==> config.mk <==
export PLATFORM = sky130hd
export DESIGN_NAME = apb_regbank_slave
export DESIGN_NICKNAME = d
export VERILOG_FILES = /design/src/rtl/apb_regbank_pkg.sv /design/src/rtl/apb_regbank_mem.sv /design/src/rtl/apb_regbank_slave.sv
export SDC_FILE = /design/constraint.sdc
export NUM_CORES = 2
export LEC_CHECK = 0
export BUFFER_PORTS_ARGS = -buffer_cell sky130_fd_sc_hd__buf_2
export CAP_MARGIN = 20
export CORE_ASPECT_RATIO = 0.75
export CORE_MARGIN = 5
export CORE_UTILIZATION = 65
export DETAILED_ROUTE_END_ITERATION = 12
export GPL_TIMING_DRIVEN = 0
export PLACE_DENSITY = 0.89
export SETUP_SLACK_MARGIN = 0.3
export SYNTH_ARGS = -nofsm -noshare
export SYNTH_HDL_FRONTEND = slang
export SYNTH_HIERARCHICAL = 1
export SYNTH_SLANG_ARGS = --single-unit
==> constraint.sdc <==
create_clock -name Hclk -period 9.4 [get_ports Hclk]
set_clock_uncertainty 0.2 [all_clocks]
set_input_delay 0.47 -clock Hclk [delete_from_list [all_inputs] [get_ports Hclk]]
set_output_delay 0.47 -clock Hclk [all_outputs]
set_load 0.005 [all_outputs]
==> src/rtl/apb_regbank_pkg.sv <==
// Shared types and defaults for the APB register-bank completer.
// The phase enum is used both for the current-cycle class and the phase register.
package apb_regbank_pkg;

    typedef enum logic [1:0] {
        PH_IDLE   = 2'd0,
        PH_SETUP  = 2'd1,
        PH_ACCESS = 2'd2,
        PH_ERROR  = 2'd3
    } phase_t;

    localparam int unsigned NUM_SLV_DEF  = 3;
    localparam int unsigned DEPTH_DEF    = 16;
    localparam int unsigned ADDR_LSB_DEF = 2;

    // Select vectors are zero-extended to 32 bits by the caller.
    function automatic logic is_onehot(input logic [31:0] v);
        return $countones(v) == 1;
    endfunction

endpackage

==> src/rtl/apb_regbank_mem.sv <==
// One DEPTH x 32 register bank: async-reset flops, one write port,
// one combinational read port.
module apb_regbank_mem #(
    parameter int unsigned DEPTH = 16,
    parameter int unsigned AW    = $clog2(DEPTH)
) (
    input  logic          clk_i,
    input  logic          rst_ni,
    input  logic          we_i,
    input  logic [AW-1:0] waddr_i,
    input  logic [31:0]   wdata_i,
    input  logic [AW-1:0] raddr_i,
    output logic [31:0]   rdata_o
);

    logic [31:0] mem_q [DEPTH];

    always_ff @(posedge clk_i or negedge rst_ni) begin
        if (!rst_ni) begin
            for (int unsigned i = 0; i < DEPTH; i++) begin
                mem_q[i] <= '0;
            end
        end else if (we_i) begin
            mem_q[waddr_i] <= wdata_i;
        end
    end

    assign rdata_o = mem_q[raddr_i];

endmodule

==> src/rtl/apb_regbank_slave.sv <==
// APB completer with one register bank per select line. Classifies every cycle
// as IDLE/SETUP/ACCESS/ERROR, commits only legal transfers, flags the rest.
module apb_regbank_slave
    import apb_regbank_pkg::*;
#(
    parameter int unsigned NUM_SLV  = NUM_SLV_DEF,
    parameter int unsigned DEPTH    = DEPTH_DEF,
    parameter int unsigned ADDR_LSB = ADDR_LSB_DEF
) (
    input  logic               Hclk,
    input  logic               Hresetn,
    input  logic [NUM_SLV-1:0] Pselx,
    input  logic               Penable,
    input  logic               Pwrite,
    input  logic [31:0]        Paddr,
    input  logic [31:0]        Pwdata,
    input  logic               err_clr,
    output logic [31:0]        Prdata,
    output logic               err,
    output logic [15:0]        wr_cnt,
    output logic [15:0]        rd_cnt
);

    localparam int unsigned IDXW = $clog2(DEPTH);

    phase_t             cls;
    phase_t             prev_q, prev_d;
    logic [NUM_SLV-1:0] sel_q, sel_d;
    logic [31:0]        addr_q, addr_d;
    logic               wr_q, wr_d;
    logic [31:0]        rdata_q, rdata_d;
    logic               err_q, err_d;
    logic [15:0]        wr_cnt_q, wr_cnt_d;
    logic [15:0]        rd_cnt_q, rd_cnt_d;

    logic [IDXW-1:0]    idx;
    logic [31:0]        bank_rd [NUM_SLV];
    logic [NUM_SLV-1:0] bank_we;
    logic [31:0]        sel_word;
    logic               sel_onehot;

    assign idx        = Paddr[ADDR_LSB +: IDXW];
    assign sel_onehot = is_onehot(32'(Pselx));

    // ACCESS must repeat the captured SETUP exactly; anything unclassified is ERROR.
    always_comb begin
        cls = PH_ERROR;
        if (Pselx == '0 && !Penable) begin
            cls = PH_IDLE;
        end else if (sel_onehot && !Penable) begin
            cls = PH_SETUP;
        end else if (sel_onehot && Penable && prev_q == PH_SETUP &&
                     Pselx == sel_q && Paddr == addr_q && Pwrite == wr_q) begin
            cls = PH_ACCESS;
        end
    end

    always_comb begin
        sel_word = '0;
        for (int unsigned i = 0; i < NUM_SLV; i++) begin
            if (Pselx[i]) begin
                sel_word |= bank_rd[i];
            end
        end
    end

    assign bank_we = (cls == PH_ACCESS && wr_q) ? sel_q : '0;

    for (genvar g = 0; g < NUM_SLV; g++) begin : g_bank
        apb_regbank_mem #(
            .DEPTH (DEPTH),
            .AW    (IDXW)
        ) u_mem (
            .clk_i   (Hclk),
            .rst_ni  (Hresetn),
            .we_i    (bank_we[g]),
            .waddr_i (idx),
            .wdata_i (Pwdata),
            .raddr_i (idx),
            .rdata_o (bank_rd[g])
        );
    end

    always_comb begin
        prev_d   = (cls == PH_ERROR) ? PH_IDLE : cls;
        sel_d    = sel_q;
        addr_d   = addr_q;
        wr_d     = wr_q;
        rdata_d  = rdata_q;
        wr_cnt_d = wr_cnt_q;
        rd_cnt_d = rd_cnt_q;
        if (cls == PH_SETUP) begin
            sel_d   = Pselx;
            addr_d  = Paddr;
            wr_d    = Pwrite;
            rdata_d = sel_word;
        end
        if (cls == PH_ACCESS) begin
            if (wr_q && wr_cnt_q != '1) begin
                wr_cnt_d = wr_cnt_q + 16'd1;
            end
            if (!wr_q && rd_cnt_q != '1) begin
                rd_cnt_d = rd_cnt_q + 16'd1;
            end
        end
        // A new violation wins over a simultaneous clear.
        err_d = (cls == PH_ERROR) ? 1'b1 : (err_clr ? 1'b0 : err_q);
    end

    always_ff @(posedge Hclk or negedge Hresetn) begin
        if (!Hresetn) begin
            prev_q   <= PH_IDLE;
            sel_q    <= '0;
            addr_q   <= '0;
            wr_q     <= 1'b0;
            rdata_q  <= '0;
            err_q    <= 1'b0;
            wr_cnt_q <= '0;
            rd_cnt_q <= '0;
        end else begin
            prev_q   <= prev_d;
            sel_q    <= sel_d;
            addr_q   <= addr_d;
            wr_q     <= wr_d;
            rdata_q  <= rdata_d;
            err_q    <= err_d;
            wr_cnt_q <= wr_cnt_d;
            rd_cnt_q <= rd_cnt_d;
        end
    end

    assign Prdata = (cls == PH_ACCESS && !wr_q) ? rdata_q : '0;
    assign err    = err_q;
    assign wr_cnt = wr_cnt_q;
    assign rd_cnt = rd_cnt_q;

endmodule
Yosys cells after proc, flatten, opt, wreduce, memory -nomap -nowiden
Cells that the tools add are included.
{ "totals": {"regBits": 1639, "inputBits": 72, "word_cells": 118} }
{ "op_classes": {"add_sub_neg": 4, "order_cmp": 2, "eq_ne": 10, "muxes": 25, "bitwise": 3, "n_reduce_logical": 18} }
{ "ops": {"columns": ["operator", "n"], "rows": [
  ["$bwmux W512", 3],
  ["$bmux W32 S4", 3],
  ["$mux W32", 11],
  ["$demux W32 S4", 1],
  ["$or A32 B32 Y32", 2],
  ["$add A16 B1 Y16 const B", 2],
  ["$eq A32 B32 Y1", 1],
  ["$ne A16 B16 Y1 const B", 2],
  ["$logic_and A1 B1 Y1", 12],
  ["$mux W2", 3],
  ["$ge A5 B5 Y1 const B", 1],
  ["$lt A5 B1 Y1 const B", 1],
  ["$not A4 Y5", 1],
  ["$eq A2 B1 Y1 const B", 2],
  ["$eq A2 B2 Y1 const B", 2],
  ["$reduce_and A2 Y1", 2],
  ["$add A2 B1 Y3", 1],
  ["$eq A3 B1 Y1 const B", 1],
  ["$eq A3 B3 Y1", 1],
  ["$logic_not A3 Y1", 1],
  ["$mux W1", 3],
  ["$mux W3", 1],
  ["$add A1 B1 Y2", 1],
  ["$logic_not A1 Y1", 2],
  ["2 further kinds", 2]
]} }

Longest topological paths before layout
{ "logic_depth": {"ltp_word": 14, "depth_mapped": 13, "mapped_depth_nobuf": 10} }

By module
The synthesis kept the hierarchy.
{ "modules_own_cells": {"columns": ["module", "instances", "cells_each", "area_each_um2"], "rows": [
  ["apb_regbank_mem", 3, 1404, 22774.3],
  ["apb_regbank_slave", 1, 462, 5157.4]
]} }

Worst setup path before layout
Ideal clock, no wire load.
{ "synth_path": {"kind": "input -> register", "from": "in Pselx[0]", "to": "reg g_bank[0].u_mem/mem_q[506] in the netlist's numbering", "t_arrival_ns": 3.387, "t_required_ns": 9.072, "setup_slack_ns": 5.685, "stages": 13, "cell_sequence": "buf_2 -> inv_1 -> fa_1 -> nand2b_1 -> nor4_2 -> nand4_1 -> nor2_1 -> and3_1 -> nand2b_1 -> or4_1 -> clkbuf_1 -> buf_2 -> mux2_1"} }
{ "synth_via": {"elab_chain_len": 14} }
{ "synth_rtl": {"columns": ["item", "line", "source"], "rows": [
  ["start: declaration", "apb_regbank_slave.sv:12", "input logic [NUM_SLV-1:0] Pselx,"],
  ["$add A1 B1 Y2 (not written as such)", "apb_regbank_pkg.sv:18", "return $countones(v) == 1;"],
  ["$add A2 B1 Y3 (not written as such)", "apb_regbank_pkg.sv:18", null],
  ["$eq A3 B1 Y1", "apb_regbank_pkg.sv:18", null],
  ["$logic_and A1 B1 Y1 (3 in series)", "apb_regbank_slave.sv:52", "end else if (sel_onehot && Penable && prev_q == PH_SETUP &&"],
  ["$logic_and A1 B1 Y1 (2 in series)", "apb_regbank_slave.sv:53", "Pselx == sel_q && Paddr == addr_q && Pwrite == wr_q) begin"],
  ["$mux W1", "apb_regbank_slave.sv:52", null],
  ["$mux W2", "apb_regbank_slave.sv:50", "end else if (sel_onehot && !Penable) begin"],
  ["$mux W2 (*)", "apb_regbank_slave.sv:48", "if (Pselx == '0 && !Penable) begin"],
  ["$eq A2 B2 Y1 (*)", "apb_regbank_slave.sv:67", "assign bank_we = (cls == PH_ACCESS && wr_q) ? sel_q : '0;"],
  ["$logic_and A1 B1 Y1 (*)", "apb_regbank_slave.sv:67", null],
  ["$mux W3 (*)", "apb_regbank_slave.sv:67", null],
  ["named net bank_we[0]", "apb_regbank_slave.sv:38", "logic [NUM_SLV-1:0] bank_we;"],
  ["end signal: indexed assignment", "apb_regbank_mem.sv:24", "mem_q[waddr_i] <= wdata_i;"],
  ["end: declaration", "apb_regbank_mem.sv:16", "logic [31:0] mem_q [DEPTH];"]
]} }
The timed path passes the listed nets; every way through them passes the cells marked *.
A chain may end at the register's enable or synchronous reset.

Final worst setup path
{ "layout_path": {"from": "in Pselx[2]", "to": "reg g_bank[2].u_mem/mem_q[471] in the netlist's numbering"} }
{ "layout_via": {"elab_chain_len": 13} }
{ "layout_rtl": {"columns": ["item", "line"], "rows": [
  ["$add A2 B1 Y3 (not written as such)", "apb_regbank_pkg.sv:18"],
  ["$eq A3 B1 Y1", "apb_regbank_pkg.sv:18"],
  ["$logic_and A1 B1 Y1 (3 in series)", "apb_regbank_slave.sv:52"],
  ["$logic_and A1 B1 Y1 (2 in series)", "apb_regbank_slave.sv:53"],
  ["$mux W1", "apb_regbank_slave.sv:52"],
  ["$mux W2", "apb_regbank_slave.sv:50"],
  ["$mux W2 (*)", "apb_regbank_slave.sv:48"],
  ["$eq A2 B2 Y1 (*)", "apb_regbank_slave.sv:67"],
  ["$logic_and A1 B1 Y1 (*)", "apb_regbank_slave.sv:67"],
  ["$mux W3 (*)", "apb_regbank_slave.sv:67"],
  ["named net bank_we[2]", "apb_regbank_slave.sv:38"],
  ["end signal: indexed assignment", "apb_regbank_mem.sv:24"],
  ["end: declaration", "apb_regbank_mem.sv:16"]
]} }
Marks and branches as above.

==> impl_metrics.csv <==
group,metric,value,unit
clock_tree,clock_latency,0.80,ns
final_layout,n_fill_cell,6442,
global_routing,grt_pass1_vias,47900,
routing,wl_per_cell,28.78,um
final_layout,syn_to_final_growth,11.29,%
worst_setup_path,max_stage_delay,0.92,ns
routing,vias,44630,
routing,drtIter0Drc,4688,
yosys,syn_avg_cell_area,15.72,um2
yosys,synth_ff_type,"dfrtp_1",
clock_tree,holdBufCountCts,33,
final_layout,layout-drive-gt1-share,49.26,%
yosys,synthArstFlopShare,100.0,%
place,io_buffers,133,
worst_setup_path,path_cells,"dlygate4sd3_1, buf_6, inv_1, fa_1, nand2b_1, nor4_2, nand4_1, nor2_1, and3_1, nand3b_1, nor3_1, buf_2, mux2_2",
floorplan,fp.dieH,301.2,um
clock_tree,htree_levels,4,
clock_tree,cts_resized,0,
final_layout,final_util,73.14,%
timing,layout_min_cycle_time,5.809,ns
floorplan,row_count,106,
clock_tree,cts-root-buf,"clkbuf_16",
yosys,synth_area,0.07348,mm2
global_routing,antenna_found_initial,16,
routing,ant_nets,0,
clock_tree,cts_inserted_buffers,151,
power_and_ir_drop,p_leak,40.07,nW
timing,finalCritPeriodShare,61.80,%
place,hpwl,128400,um
final_layout,seqCellArea,0.04101,mm2
yosys,synth.distinct_cells,41,
clock_tree,clk_pin_slew_worst_paths,0.06,ns
routing,routed_wl,191400,um
global_routing,grt_pass1_wl,296200,um
final_layout,multi_input_area,0.03064,mm2
worst_setup_path,critPathKind,"in -> reg",
routing,drc,0,
routing,dr.pass1.iters,8,
timing,setup_tns,0,ns
place,placed_area,0.07633,mm2
place,dp_cells,6329,
yosys,ys.warnings.count,6,
worst_setup_path,r2r_slack,3.74,ns
timing,worst_pin_slew,1.162,ns
worst_setup_path,critPathTopFamily,"simple AND/OR/NAND/NOR gates",
global_routing,track_usage,32.48,%
timing,slew_viol_final,0,
clock_tree,clock_path_buffers,3,
floorplan,dieArea,0.1199,mm2
clock_tree,cts_sinks,1639,
place,post-place-ws,3.336,ns
timing,fin_ws,3.591,ns
timing,rsz0062_at_grt,"false",
floorplan,start_util,65.72,%
clock_tree,tritoncts,"built",
timing,finalHoldViolations,0,
min_path,hold_path_class,"in -> async",
outcome,status,"completed",
yosys,ys_seq_elements,1639,
worst_setup_path,path_max_fanout,10,
power_and_ir_drop,power.total,14.29,mW
yosys,synth_seq_area_share,55.82,%
worst_setup_path,slowest_stage,"nor3_1",
timing,max_freq,0.1721,GHz
run,maxCapViolCount,0,
floorplan,ios,137,
worst_setup_path,endpoint_kind,"flop",
worst_setup_path,required,9.86,ns
timing,max_slew_margin,21.92,%
place,place_congestion,0.9001,
yosys,synth_edf_count,0,
yosys,syn_inst,4674,
final_layout,fin_cells,6648,
timing,worst_hold_slack,0.003394,ns
final_layout,fin_nets,5079,
yosys,syn_nets,4749,
power_and_ir_drop,vdd_drop_max,0.1657,mV
routing,via_per_inst,6.713,
worst_setup_path,cp_num_buf_inv,4,
worst_setup_path,cp.arrival,6.27,ns
final_layout,finalInstanceArea,0.08177,mm2
global_routing,grt_max_degree,181,
clock_tree,post_cts_buffers,0,
timing,setup_viol,0,
floorplan,core-area,0.1118,mm2
worst_setup_path,start_kind,"primary input",
global_routing,grt-ovfl-total,0,
floorplan,fp.dieW,398.2,um
power_and_ir_drop,pwr_density_cell,174.8,mW/mm2
[power breakdown]
group / internal, mW / switching, mW
sequential: 7.15 / 0.0721
clock: 3.59 / 2.72
combinational: 0.216 / 0.542
total: 11.0 / 3.34
[final cells by class]
class                           count  area share [%]
Timing Repair Buffer              177           1.579
Clock inverter                     52          0.8982
Antenna cell                       10         0.03060
Inverter                            6         0.02754
Tap cell                         1512           2.313
Sequential cell                  1639           50.16
Buffer                            409           2.206
Multi-Input combinational cell   2620           37.47
Clock buffer                      223           5.320
[kinds of logic after synthesis]
family | count (synthesis) | synth area share, %
multiplexers | 1958 | 35.89
flip-flops | 1639 | 55.82
XOR/XNOR | 64 | 0.7628
buffers and inverters | 415 | 2.486
AO/OA/AOI/OAI | 260 | 2.653
adder cells (fa/ha/maj) | 3 | 0.06130
AND/OR/NAND/NOR | 335 | 2.329
[state kept, by name, indices dropped and copies added (netlist names)]
register / count
wr_q: 1
wr_cnt: 16
err: 1
prev_q: 2
g_bank.u_mem/mem_q: 1536
rd_cnt: 16
rdata_q: 32
sel_q: 3
addr_q: 32
[cells in the final DEF (no fill, tap or decap), types with 7 or more instances in the layout]
master,count
dfrtp_1,1639
nand4_1,17
nand3_1,21
nor2b_1,9
nand3b_1,7
clkinv_2,23
a21oi_1,33
bufinv_16,13
mux2_2,1553
xnor2_1,28
nand2_1,113
mux2_1,21
clkinv_8,9
nor2_1,62
mux4_2,384
nor3_1,18
and3_1,9
buf_2,327
buf_16,10
a222oi_1,32
xor2_1,36
nand2b_1,10
clkbuf_16,152
diode_2,10
dlygate4sd3_1,33
nor4_2,7
clkbuf_1,249
a22oi_1,192
clkbuf_8,28
and2_1,39
[final timing paths]
kind                                                             start                                     end  cells past startpoint
worst min-delay path                                           Hresetn  g_bank[0].u_mem/mem_q[358]$_DFFE_PN0P_                      2
worst min register to register  g_bank[2].u_mem/mem_q[325]$_DFFE_PN0P_  g_bank[2].u_mem/mem_q[325]$_DFFE_PN0P_                      1
worst max register to register                        wr_q$_DFFE_PN0N_  g_bank[2].u_mem/mem_q[471]$_DFFE_PN0P_                     10
max in group asynchronous                                      Hresetn  g_bank[2].u_mem/mem_q[269]$_DFFE_PN0P_                      7
min in group Hclk                                             Pselx[1]                  rdata_q[6]$_DFFE_PN0N_                      3
worst max-delay path                                          Pselx[2]  g_bank[2].u_mem/mem_q[471]$_DFFE_PN0P_                     13
[per-layer routing]
metal	share of wire [%]	global-route usage, %	vias to the layer above
li1	-	-	18110
met4	4.7	15.21	6
met3	8.6	7.769	497
met5	0.021	0	-
met2	47	49.69	2010
met1	40	44.87	24000
[synth_stat cells (3+ instances only)]
cell / count / share of area [%]
a22oi_1: 192 / 2.0
nor2_1: 62 / 0.32
buf_1: 3 / 0.015
nand2b_1: 10 / 0.085
inv_1: 6 / 0.031
and2_1: 39 / 0.33
xnor2_1: 28 / 0.33
nor3_1: 18 / 0.12
buf_6: 3 / 0.046
nand4_1: 17 / 0.14
buf_2: 194 / 1.3
nor4_2: 7 / 0.12
a222oi_1: 32 / 0.44
mux2_1: 21 / 0.32
or3_1: 6 / 0.051
clkbuf_2: 3 / 0.020
nor4_1: 5 / 0.043
nor2b_1: 9 / 0.077
xor2_1: 36 / 0.43
a21oi_1: 33 / 0.22
mux4_2: 384 / 12
dfrtp_1: 1639 / 56
and3_1: 9 / 0.077
mux2_2: 1553 / 24
clkbuf_1: 206 / 1.1
nand2_1: 113 / 0.58
nand3b_1: 7 / 0.072
nand3_1: 21 / 0.14
or4_1: 4 / 0.041
Power figures use the tool's default switching activity.
